$ cat config.mk
export PLATFORM = sky130hd
export DESIGN_NAME = ag6502_bus_arbiter
export DESIGN_NICKNAME = d
export VERILOG_FILES = /design/src/rtl/ag6502_bus_arbiter.sv
export SDC_FILE = /design/constraint.sdc
export NUM_CORES = 1
export LEC_CHECK = 0
export ABC_AREA = 1
export CORE_MARGIN = 2
export CORE_UTILIZATION = 40
export DETAILED_ROUTE_END_ITERATION = 8
export PLACE_DENSITY = 0.75
export SETUP_SLACK_MARGIN = 0.2
export SLEW_MARGIN = 20
export SYNTH_ARGS = -nofsm -noshare
export SYNTH_HDL_FRONTEND = slang
export SYNTH_SLANG_ARGS = --single-unit
$ cat constraint.sdc
create_clock -name baseclk -period 1.78 [get_ports baseclk]
set_input_delay 0.445 -clock baseclk [delete_from_list [all_inputs] [get_ports baseclk]]
set_output_delay 0.445 -clock baseclk [all_outputs]
set_load 0.02 [all_outputs]
$ cat src/rtl/ag6502_bus_arbiter.sv
// 6502 bus arbiter: derives phi_0 from baseclk and shares one memory port
// between video (phi_0 low half) and CPU or DMA (phi_0 high half).
module ag6502_bus_arbiter #(
    parameter int HALF     = 5,
    parameter int AW       = 16,
    parameter int MAXBURST = 0
) (
    input  logic          baseclk,
    input  logic          rst,
    output logic          phi_0,
    input  logic [AW-1:0] cpu_ab,
    input  logic          cpu_read,
    output logic          cpu_rdy,
    input  logic          dma_req,
    input  logic [AW-1:0] dma_addr,
    input  logic          dma_we,
    output logic          dma_gnt,
    output logic          dma_done,
    input  logic [AW-1:0] vid_addr,
    output logic          vid_strobe,
    output logic [AW-1:0] mem_addr,
    output logic          mem_we,
    output logic [1:0]    mem_owner
);

    typedef enum logic [1:0] {
        S_CPU  = 2'd0,
        S_WAIT = 2'd1,
        S_DMA  = 2'd2
    } state_t;

    localparam logic [1:0] OWN_CPU = 2'd0;
    localparam logic [1:0] OWN_DMA = 2'd1;
    localparam logic [1:0] OWN_VID = 2'd2;

    localparam logic [4:0] HALF_C = 5'(HALF);
    localparam logic [4:0] PRE_C  = 5'(HALF - 1);
    localparam logic [4:0] LAST_C = 5'(2 * HALF - 1);
    localparam logic [7:0] MAXB_C = 8'(MAXBURST);

    state_t        state, state_nxt;
    logic [4:0]    cnt, cnt_nxt;
    logic [7:0]    burst, burst_nxt;
    logic          boundary, at_high;

    logic          phi_nxt, rdy_nxt, gnt_nxt, done_nxt, vs_nxt, we_nxt;
    logic          high_dma, high_stall;
    logic [1:0]    owner_nxt;
    logic [AW-1:0] addr_nxt;

    // Every output is computed from the tick the counter is about to enter,
    // so the registered value lines up with that tick.
    assign boundary = (cnt == LAST_C);
    assign at_high  = (cnt == PRE_C);
    assign cnt_nxt  = boundary ? 5'd0 : cnt + 5'd1;

    always_ff @(posedge baseclk or negedge rst) begin
        if (!rst) begin
            state      <= S_CPU;
            cnt        <= 5'd0;
            burst      <= 8'd0;
            phi_0      <= 1'b0;
            cpu_rdy    <= 1'b1;
            dma_gnt    <= 1'b0;
            dma_done   <= 1'b0;
            vid_strobe <= 1'b0;
            mem_addr   <= '0;
            mem_we     <= 1'b0;
            mem_owner  <= OWN_VID;
        end else begin
            state      <= state_nxt;
            cnt        <= cnt_nxt;
            burst      <= burst_nxt;
            phi_0      <= phi_nxt;
            cpu_rdy    <= rdy_nxt;
            dma_gnt    <= gnt_nxt;
            dma_done   <= done_nxt;
            vid_strobe <= vs_nxt;
            mem_addr   <= addr_nxt;
            mem_we     <= we_nxt;
            mem_owner  <= owner_nxt;
        end
    end

    // The WAIT->DMA move happens mid-cycle, when the CPU is seen stalled on a read.
    always_comb begin
        state_nxt = state;
        burst_nxt = burst;
        case (state)
            S_CPU: begin
                if (boundary && dma_req)
                    state_nxt = S_WAIT;
            end
            S_WAIT: begin
                if (at_high && cpu_read && dma_req) begin
                    state_nxt = S_DMA;
                    burst_nxt = 8'd1;
                end else if (boundary && !dma_req) begin
                    state_nxt = S_CPU;
                end
            end
            S_DMA: begin
                if (at_high && dma_req)
                    burst_nxt = burst + 8'd1;
                if (boundary && (!dma_req || ((MAXBURST != 0) && (burst == MAXB_C)))) begin
                    state_nxt = S_CPU;
                    burst_nxt = 8'd0;
                end
            end
            default: begin
                state_nxt = S_CPU;
                burst_nxt = 8'd0;
            end
        endcase
    end

    always_comb begin
        high_dma   = ((state == S_WAIT) && cpu_read && dma_req) ||
                     ((state == S_DMA) && dma_req);
        high_stall = ((state == S_WAIT) && cpu_read && !dma_req) ||
                     ((state == S_DMA) && !dma_req);

        phi_nxt   = (cnt_nxt >= HALF_C);
        rdy_nxt   = (state_nxt == S_CPU);
        vs_nxt    = (cnt_nxt == PRE_C);
        done_nxt  = (cnt_nxt == LAST_C) && (mem_owner == OWN_DMA);
        owner_nxt = mem_owner;
        addr_nxt  = mem_addr;
        we_nxt    = mem_we;
        gnt_nxt   = dma_gnt;

        if (boundary) begin
            owner_nxt = OWN_VID;
            addr_nxt  = vid_addr;
            we_nxt    = 1'b0;
            gnt_nxt   = 1'b0;
        end else if (at_high) begin
            if (high_dma) begin
                owner_nxt = OWN_DMA;
                addr_nxt  = dma_addr;
                we_nxt    = dma_we;
                gnt_nxt   = 1'b1;
            end else begin
                owner_nxt = OWN_CPU;
                addr_nxt  = cpu_ab;
                we_nxt    = high_stall ? 1'b0 : ~cpu_read;
                gnt_nxt   = 1'b0;
            end
        end
    end

endmodule
Yosys cells after proc, flatten, opt, wreduce, memory -nomap -nowiden
Cells that the tools add are included.

word-level totals
  word-level logic and storage cells = 54
  register bits = 31

operators by class
  order comparisons = 1
  muxes and demuxes = 18
  bitwise logic cells = 1
  reduce and logical (&&, ||, !) cells = 16
  equal/unequal tests = 7
  add/subtract/negate cells = 1

operators by type and width
  operator             count
  $mux 16              3
  $eq 5x3->1 const B   2
  $eq 5x4->1 const B   2
  $logic_and 1x1->1    10
  $mux 2               5
  $mux 1               8
  $pmux 2 s3           1
  $add 5x1->5 const B  1
  $ge 5x3->1 const B   1
  $mux 5               1
  $eq 2x1->1 const B   2
  $logic_not 2->1      2
  $eq 2x2->1 const B   1
  $logic_or 1x1->1     2
  $reduce_bool 2->1    1
  $logic_not 1->1      1
  $not 1->1            1

Logic depth before layout (Yosys ltp)
Gate-level depths: netlist of the first run.

  depth after elaboration = 8
  depth in mapped cells = 9
  depth with buffers taken out = 9

Worst setup path after synthesis of the first run
No wires, ideal clock.

  path kind = reg2reg
  start = register cnt[0]
  end = register mem_addr[13]
  path buffers = 1
  required time = 1.656 ns
  period minus slack after synthesis = 1.344 ns
  path slack = 0.436 ns
  data arrival time = 1.219 ns
  stages on the path, launching flop included = 9
  cells stage by stage = dfrtp_1 -> inv_1 -> ha_1 -> nand4_1 -> nand2_2 -> inv_4 -> buf_6 -> nand2_1 -> nand3_1

between the ends
  word-level cells in the longest chain between the ends = 2

RTL lines
  what                                                 line    source
  start: declaration                                   42      logic [4:0] cnt, cnt_nxt;
  start signal: assignment                             72      cnt <= cnt_nxt;
  $eq 5x4->1 / $eq 5x3->1 (equally long branches)      53, 54
  $mux 16 / $reduce_bool 2->1 (equally long branches)  -
  end signal: assignment                               79      mem_addr <= addr_nxt;
  end: declaration                                     21      output logic [AW-1:0] mem_addr,

Parallel ways exist; a longest one is shown, timed or not.
A chain may end at the register's enable or synchronous reset.

Worst setup path after layout of the first run
  start = register cnt[1]
  end = register phi_0

between the ends
  word-level cells in the longest chain between the ends = 3

RTL lines
  what                                              line    source
  $add 5x1->5 / $eq 5x4->1 (equally long branches)  55, 53
  $mux 5 *                                          55      assign cnt_nxt = boundary ? 5'd0 : cnt + 5'd1;
  $ge 5x3->1 *                                      123     phi_nxt = (cnt_nxt >= HALF_C);
  via phi_nxt                                       46      logic phi_nxt, rdy_nxt, gnt_nxt, done_nxt, vs_nxt, we_nxt;
  end signal: assignment                            74      phi_0 <= phi_nxt;
  end: declaration                                  10      output logic phi_0,

The timed path passes the listed nets; every way through them passes the cells marked *.

==> flow_summary.json, run 1 <==
{
  "drc_errors": 0,
  "finalHoldViolCount": 0,
  "worstSetupPathType": "register to register",
  "viasPerCell": 4.75,
  "grt_use_met3": 0.0577,
  "rsz0062_at_grt": "no",
  "min_from": "mem_addr[14]",
  "cpPeakStageDelay_ns": 0.41,
  "postSynthCellCount": 238,
  "routabilityCongestion": 0.791,
  "syn_to_final_growth_pct": 51.0,
  "hold_class": "register to register",
  "timing.rr.start": "cnt[1]",
  "cts_buffer_depth": 2,
  "numCtsBuffers": 5,
  "status": "finished, final reports clean",
  "worstSetupStartpoint": "cnt[1]",
  "nFillCells": 400,
  "route.vias.total": 1789,
  "critPathArrivalTime_ns": 1.65,
  "core_area_um2": 4290,
  "fmax_ghz": 0.676,
  "maxCapViolations": 0,
  "drtIter0Drc": 76,
  "leakagePower_nw": 1.36,
  "path_max_fanout": 5,
  "ys_types": 25,
  "path_clk_slew_ns": 0.06,
  "synth_top_area_share": 0.397,
  "path_cells": "inv_1 -> ha_1 -> nand3_4 -> buf_4 -> nand3_1 -> nand2_1 -> o21bai_1",
  "ant_nets": 0,
  "tns_ns": 0,
  "clock-sinks": 30,
  "start_util": 0.411,
  "setup_viol": 0,
  "synth-main-ff-cell": "dfrtp_1",
  "antenna_cells": 0,
  "crit_path_start_kind": "register",
  "drt-total-wl_um": 4860,
  "grt_use_total": 0.216,
  "use_met2": 0.346,
  "slew_headroom": 0.734,
  "syn_area_per_cell_um2": 7.41,
  "ys_seq_area_frac": 0.427,
  "peakVddDrop_mv": 0.376,
  "top_usage_layer": "met2",
  "globalRoute.totalOverflow": 0,
  "synth_fp_nets": 294,
  "syn_area_um2": 1760,
  "yosys-top-cells-count": "nand2_1, nand3_1, inv_1, dfrtp_1, nand3b_1",
  "grt_util_met1": 0.280,
  "whs_ns": 0.471,
  "cts_tree": "done",
  "fp.dieArea_um2": 4950,
  "slowest_stage": "dfrtp_1",
  "antenna_found_initial": 0,
  "timing.final.crit_period_ns": 1.48,
  "drt-wirelength-per-cell_um": 12.9,
  "yosysMostFrequentCell": "nand2_1",
  "dpl.hpwl_um": 3630,
  "synth_async_sr_flop_share": 1.00,
  "root_buffer": "clkbuf_8",
  "htree_levels": 2,
  "synth_warnings": 0,
  "synth_area_leaders": "dfrtp_1, nand2_1, nand3_1",
  "worstPathRequired_ns": 1.95,
  "tightest_slew_ns": 0.400,
  "nets": 380,
  "io_buffers": 76,
  "fin_crit_sh": 0.831,
  "rows": 24,
  "dieWidth_um": 70.4,
  "ys_seq_elements": 30,
  "skew_ns": 0.00865,
  "first_pass_iters": 4,
  "power_density_nw_per_um2": 628,
  "drv_slew": 0,
  "first_global_vias": 1860,
  "yosysTopAreaCell": "dfrtp_1",
  "die-height_um": 70.4,
  "drive_gt1_frac": 0.0985,
  "p_total_mw": 1.67,
  "synth_enable_flop_cells": 0,
  "cp-end-kind": "register",
  "grt_pass1_wl_um": 8380,
  "grt_max_degree": 31,
  "ios": 77,
  "hold_buffers": 0,
  "clk_latency_ns": 0.29
}
[final timing paths]
kind / to / slack, ns / depth (start not counted)
max reg2reg: phi_0 / 0.30 / 7
max: phi_0 / 0.30 / 7
min in group asynchronous: mem_addr[4] / 0.55 / 2
min reg2reg: mem_addr[14] / 0.47 / 2
max in group asynchronous: cpu_rdy / 0.91 / 2
min: mem_addr[14] / 0.47 / 2
[state kept, by name (all words and copies together) (netlist names)]
signal      flops
state           2
cnt             5
phi_0           1
mem_we          1
mem_owner       2
vid_strobe      1
cpu_rdy         1
mem_addr       16
dma_done        1
[worst max-delay path: cells and delay by family (launching register included)]
kind	cells	cell delay, ns
buffers and inverters	2	0.28
flip-flops	1	0.41
adder cells (fa/ha/maj)	1	0.20
AND/OR/NAND/NOR	3	0.31
AO/OA/AOI/OAI	1	0.15
[per-stage QoR]
stage	instance area (um2)	util	setup WS, ns	instances
after floorplan	1760	-	0.436	238
after global placement	2590	0.604	0.0689	367
after detailed placement	2590	0.604	0.0320	367
after CTS	2650	0.617	0.160	375
after global routing	2660	0.620	0.196	377
final	2660	0.620	0.301	377
[timing repair]
item,in CTS,in global routing
buffers inserted,0,2
endpoints found under the setup margin,28,23
resized for setup,25,5
[layer usage]
metal  vias to the layer above  wire (um)
met4                         0         84
li1                        915          -
met2                        62       2260
met1                       805       2190
met3                         7        323
met5                         -          0
[cell families (layout without fill, tap and decap cells)]
logic type / after synthesis / in the layout / synth area share
AOI/OAI and AO/OA: 5 / 5 / 0.0156
adders and majority gates: 3 / 3 / 0.0213
buffers and inverters: 48 / 135 / 0.123
DFF: 30 / 30 / 0.427
and+or+nand+nor: 152 / 152 / 0.412
[placed cells by master, fill, tap and decap left out, drive strengths merged, types with 5 or more instances in the layout]
| master | synthesis | routed |
|---|---|---|
| buf | 8 | 12 |
| clkbuf | 1 | 10 |
| clkdlybuf4s50 | 0 | 52 |
| dfrtp | 28 | 28 |
| dlygate4sd2 | 0 | 22 |
| inv | 39 | 39 |
| nand2 | 85 | 85 |
| nand3 | 39 | 39 |
| nand3b | 11 | 11 |
| nand4 | 5 | 5 |
| nor2 | 10 | 10 |
[power breakdown]
group / switching (mW) / internal, mW / total, mW
registers: 0.0301 / 0.737 / 0.767
clock network: 0.247 / 0.277 / 0.524
logic: 0.188 / 0.195 / 0.383
[cell type report]
cell class              instances  area, um2  area share
repair buffers                 88        813       0.305
well taps                      52       65.1      0.0244
multi-input cells             160        800       0.300
inverters                      39        151      0.0569
flip-flops and latches         30        753       0.283
clock buffers                   8       80.1      0.0301
Power figures use the tool's default switching activity.
==> run 2, diff against run 1 <==
- clock period: 1.78 -> 1.5 ns (I/O delays scaled with it)
==> run 2 against run 1 <==
Net effect:
- wire length grew 12%
- critical path depth is the same
- core utilization grew 7.0 points
- combinational power grew 28%
- hold slack lost 0.017 ns
- global-route usage grew 0.99 points
- setup slack lost 0.20 ns
- clock power grew 28%
- cell count grew 3.2%
- final area grew 11%
- register-to-register slack lost 0.20 ns
- largest cell class is now multi-input gates
- largest power group unchanged
==> flow_summary.json, run 2 (same netlist as run 1, synthesis figures left out) <==
{
  "status": "finished, final reports clean",
  "path_clk_slew_ns": 0.06,
  "io_buffers": 76,
  "setup_viol": 0,
  "path_max_fanout": 7,
  "drive_gt1_frac": 0.315,
  "first_global_vias": 1910,
  "worst_slack_ns": 0.0991,
  "cp-end-kind": "register",
  "htree_levels": 2,
  "leakagePower_nw": 1.46,
  "drt-total-wl_um": 5460,
  "final_common_cell": "nand2_1",
  "numCtsBuffers": 5,
  "syn_to_final_growth_pct": 68.0,
  "antenna_found_initial": 0,
  "cts_buffer_depth": 2,
  "rows": 24,
  "root_buffer": "clkbuf_8",
  "globalRoute.totalOverflow": 0,
  "tightest_slew_ns": 0.229,
  "grt_max_degree": 31,
  "largest_reg_flops": 16,
  "viasPerCell": 4.84,
  "drv_slew": 0,
  "whs_ns": 0.454,
  "peakVddDrop_mv": 0.431,
  "finalHoldViolCount": 0,
  "grt_use_total": 0.225,
  "ant_nets": 0,
  "worstSetupStartpoint": "cpu_read",
  "dpl.hpwl_um": 3690,
  "skew_ns": 0.00247,
  "path_cells": "clkdlybuf4s50_1 -> nand4_4 -> buf_6 -> nand3_1 -> nand3_1 -> nand2_2 -> nand2_1",
  "worstPathRequired_ns": 1.68,
  "cts_tree": "done",
  "cpPeakStageDelay_ns": 0.53,
  "hold_buffers": 0,
  "maxCapViolations": 0,
  "critPathArrivalTime_ns": 1.58,
  "crit_path_start_kind": "input port",
  "grt_use_met3": 0.0404,
  "worstSetupPathType": "input port to register",
  "drtIter0Drc": 108,
  "ios": 77,
  "clock-sinks": 30,
  "dieWidth_um": 70.4,
  "hold_class": "input port to async pin",
  "routabilityCongestion": 0.819,
  "drc_errors": 0,
  "die-height_um": 70.4,
  "critPathBufInv": 2,
  "path_delay_family": "buffers and inverters",
  "top_regs": "mem_addr x16, cnt x5",
  "slowest_stage": "clkdlybuf4s50_1",
  "start_util": 0.411,
  "postLayoutCellArea_um2": 2960,
  "top_usage_layer": "met2",
  "slew_headroom": 0.847,
  "mostFrequentLayoutCells": "nand2_1, clkdlybuf4s50_1, inv_1",
  "first_pass_iters": 4,
  "rsz0062_at_grt": "yes",
  "timing.final.crit_period_ns": 1.40,
  "antenna_cells": 0,
  "grt_pass1_wl_um": 8720,
  "drt-wirelength-per-cell_um": 14.0,
  "nets": 392,
  "clk_latency_ns": 0.28,
  "grt_util_met1": 0.282,
  "placed_cell_area_um2": 2660,
  "fmax_ghz": 0.714,
  "core_area_um2": 4290,
  "fin_crit_sh": 0.934,
  "use_met2": 0.387,
  "pre_cts_slack_ns": -0.190,
  "route.vias.total": 1883,
  "timing.rr.start": "cnt[0]",
  "fp.dieArea_um2": 4950,
  "crit_top_cell": "nand3_1",
  "top_register": "mem_addr",
  "power_density_nw_per_um2": 700
}
[run 2: report_power, final]
part	switching (mW)	total (mW)	leakage, nW	internal [mW]
Sequential	0.0387	0.913	0.356	0.874
Combinational	0.249	0.490	1.06	0.242
Clock	0.301	0.670	0.0482	0.369
[run 2: final timing paths]
check                      cells past startpoint           to  slack (ns)
max reg2reg                                    9  mem_addr[7]         0.1
min                                            2     state[1]        0.45
min reg2reg                                    2  mem_addr[7]        0.48
max in group asynchronous                      2      cpu_rdy        0.81
min in group baseclk                           2  mem_addr[7]        0.48
max                                            7  mem_addr[4]         0.1
[run 2: stage by stage]
step	power, mW	util	TNS [ns]	std cells
after global placement	1.42	0.620	-2.39	371
final	2.07	0.690	0	389
after detailed placement	1.43	0.620	-2.95	371
after global routing	2.17	0.690	0	389
after CTS	2.09	0.661	0	387
after floorplan	1.12	-	0	238
[run 2: routing by layer]
layer,share of wire,vias to the layer above
li1,-,940
met1,0.42,870
met2,0.51,64
met3,0.050,9
met4,0.021,0
met5,0,-
[run 2: worst reg2reg max path, cell delays in order (launching register included)]
cell and delay, ns:
dfrtp_1 0.43, inv_2 0.10, ha_4 0.15, nand4_1 0.14, nand2_2 0.19, buf_12 0.14, nand2_1 0.05, inv_1 0.05
nand2_1 0.05, nand2_1 0.05
[run 2: repair_timing]
action	CTS	global route
resized for setup	113	37
pin swaps	4	16
gates cloned	0	1
endpoints found under the setup margin	48	32
setup buffers	8	1
[run 2: final cells by class]
type                            count  area [um2]
Clock buffer                        7        86.3
Clock inverter                      1        5.00
Fill cell                         361        1330
Inverter                           39         154
Multi-Input combinational cell    160         975
Sequential cell                    30         754
Tap cell                           52        65.1
Timing Repair Buffer              100         922
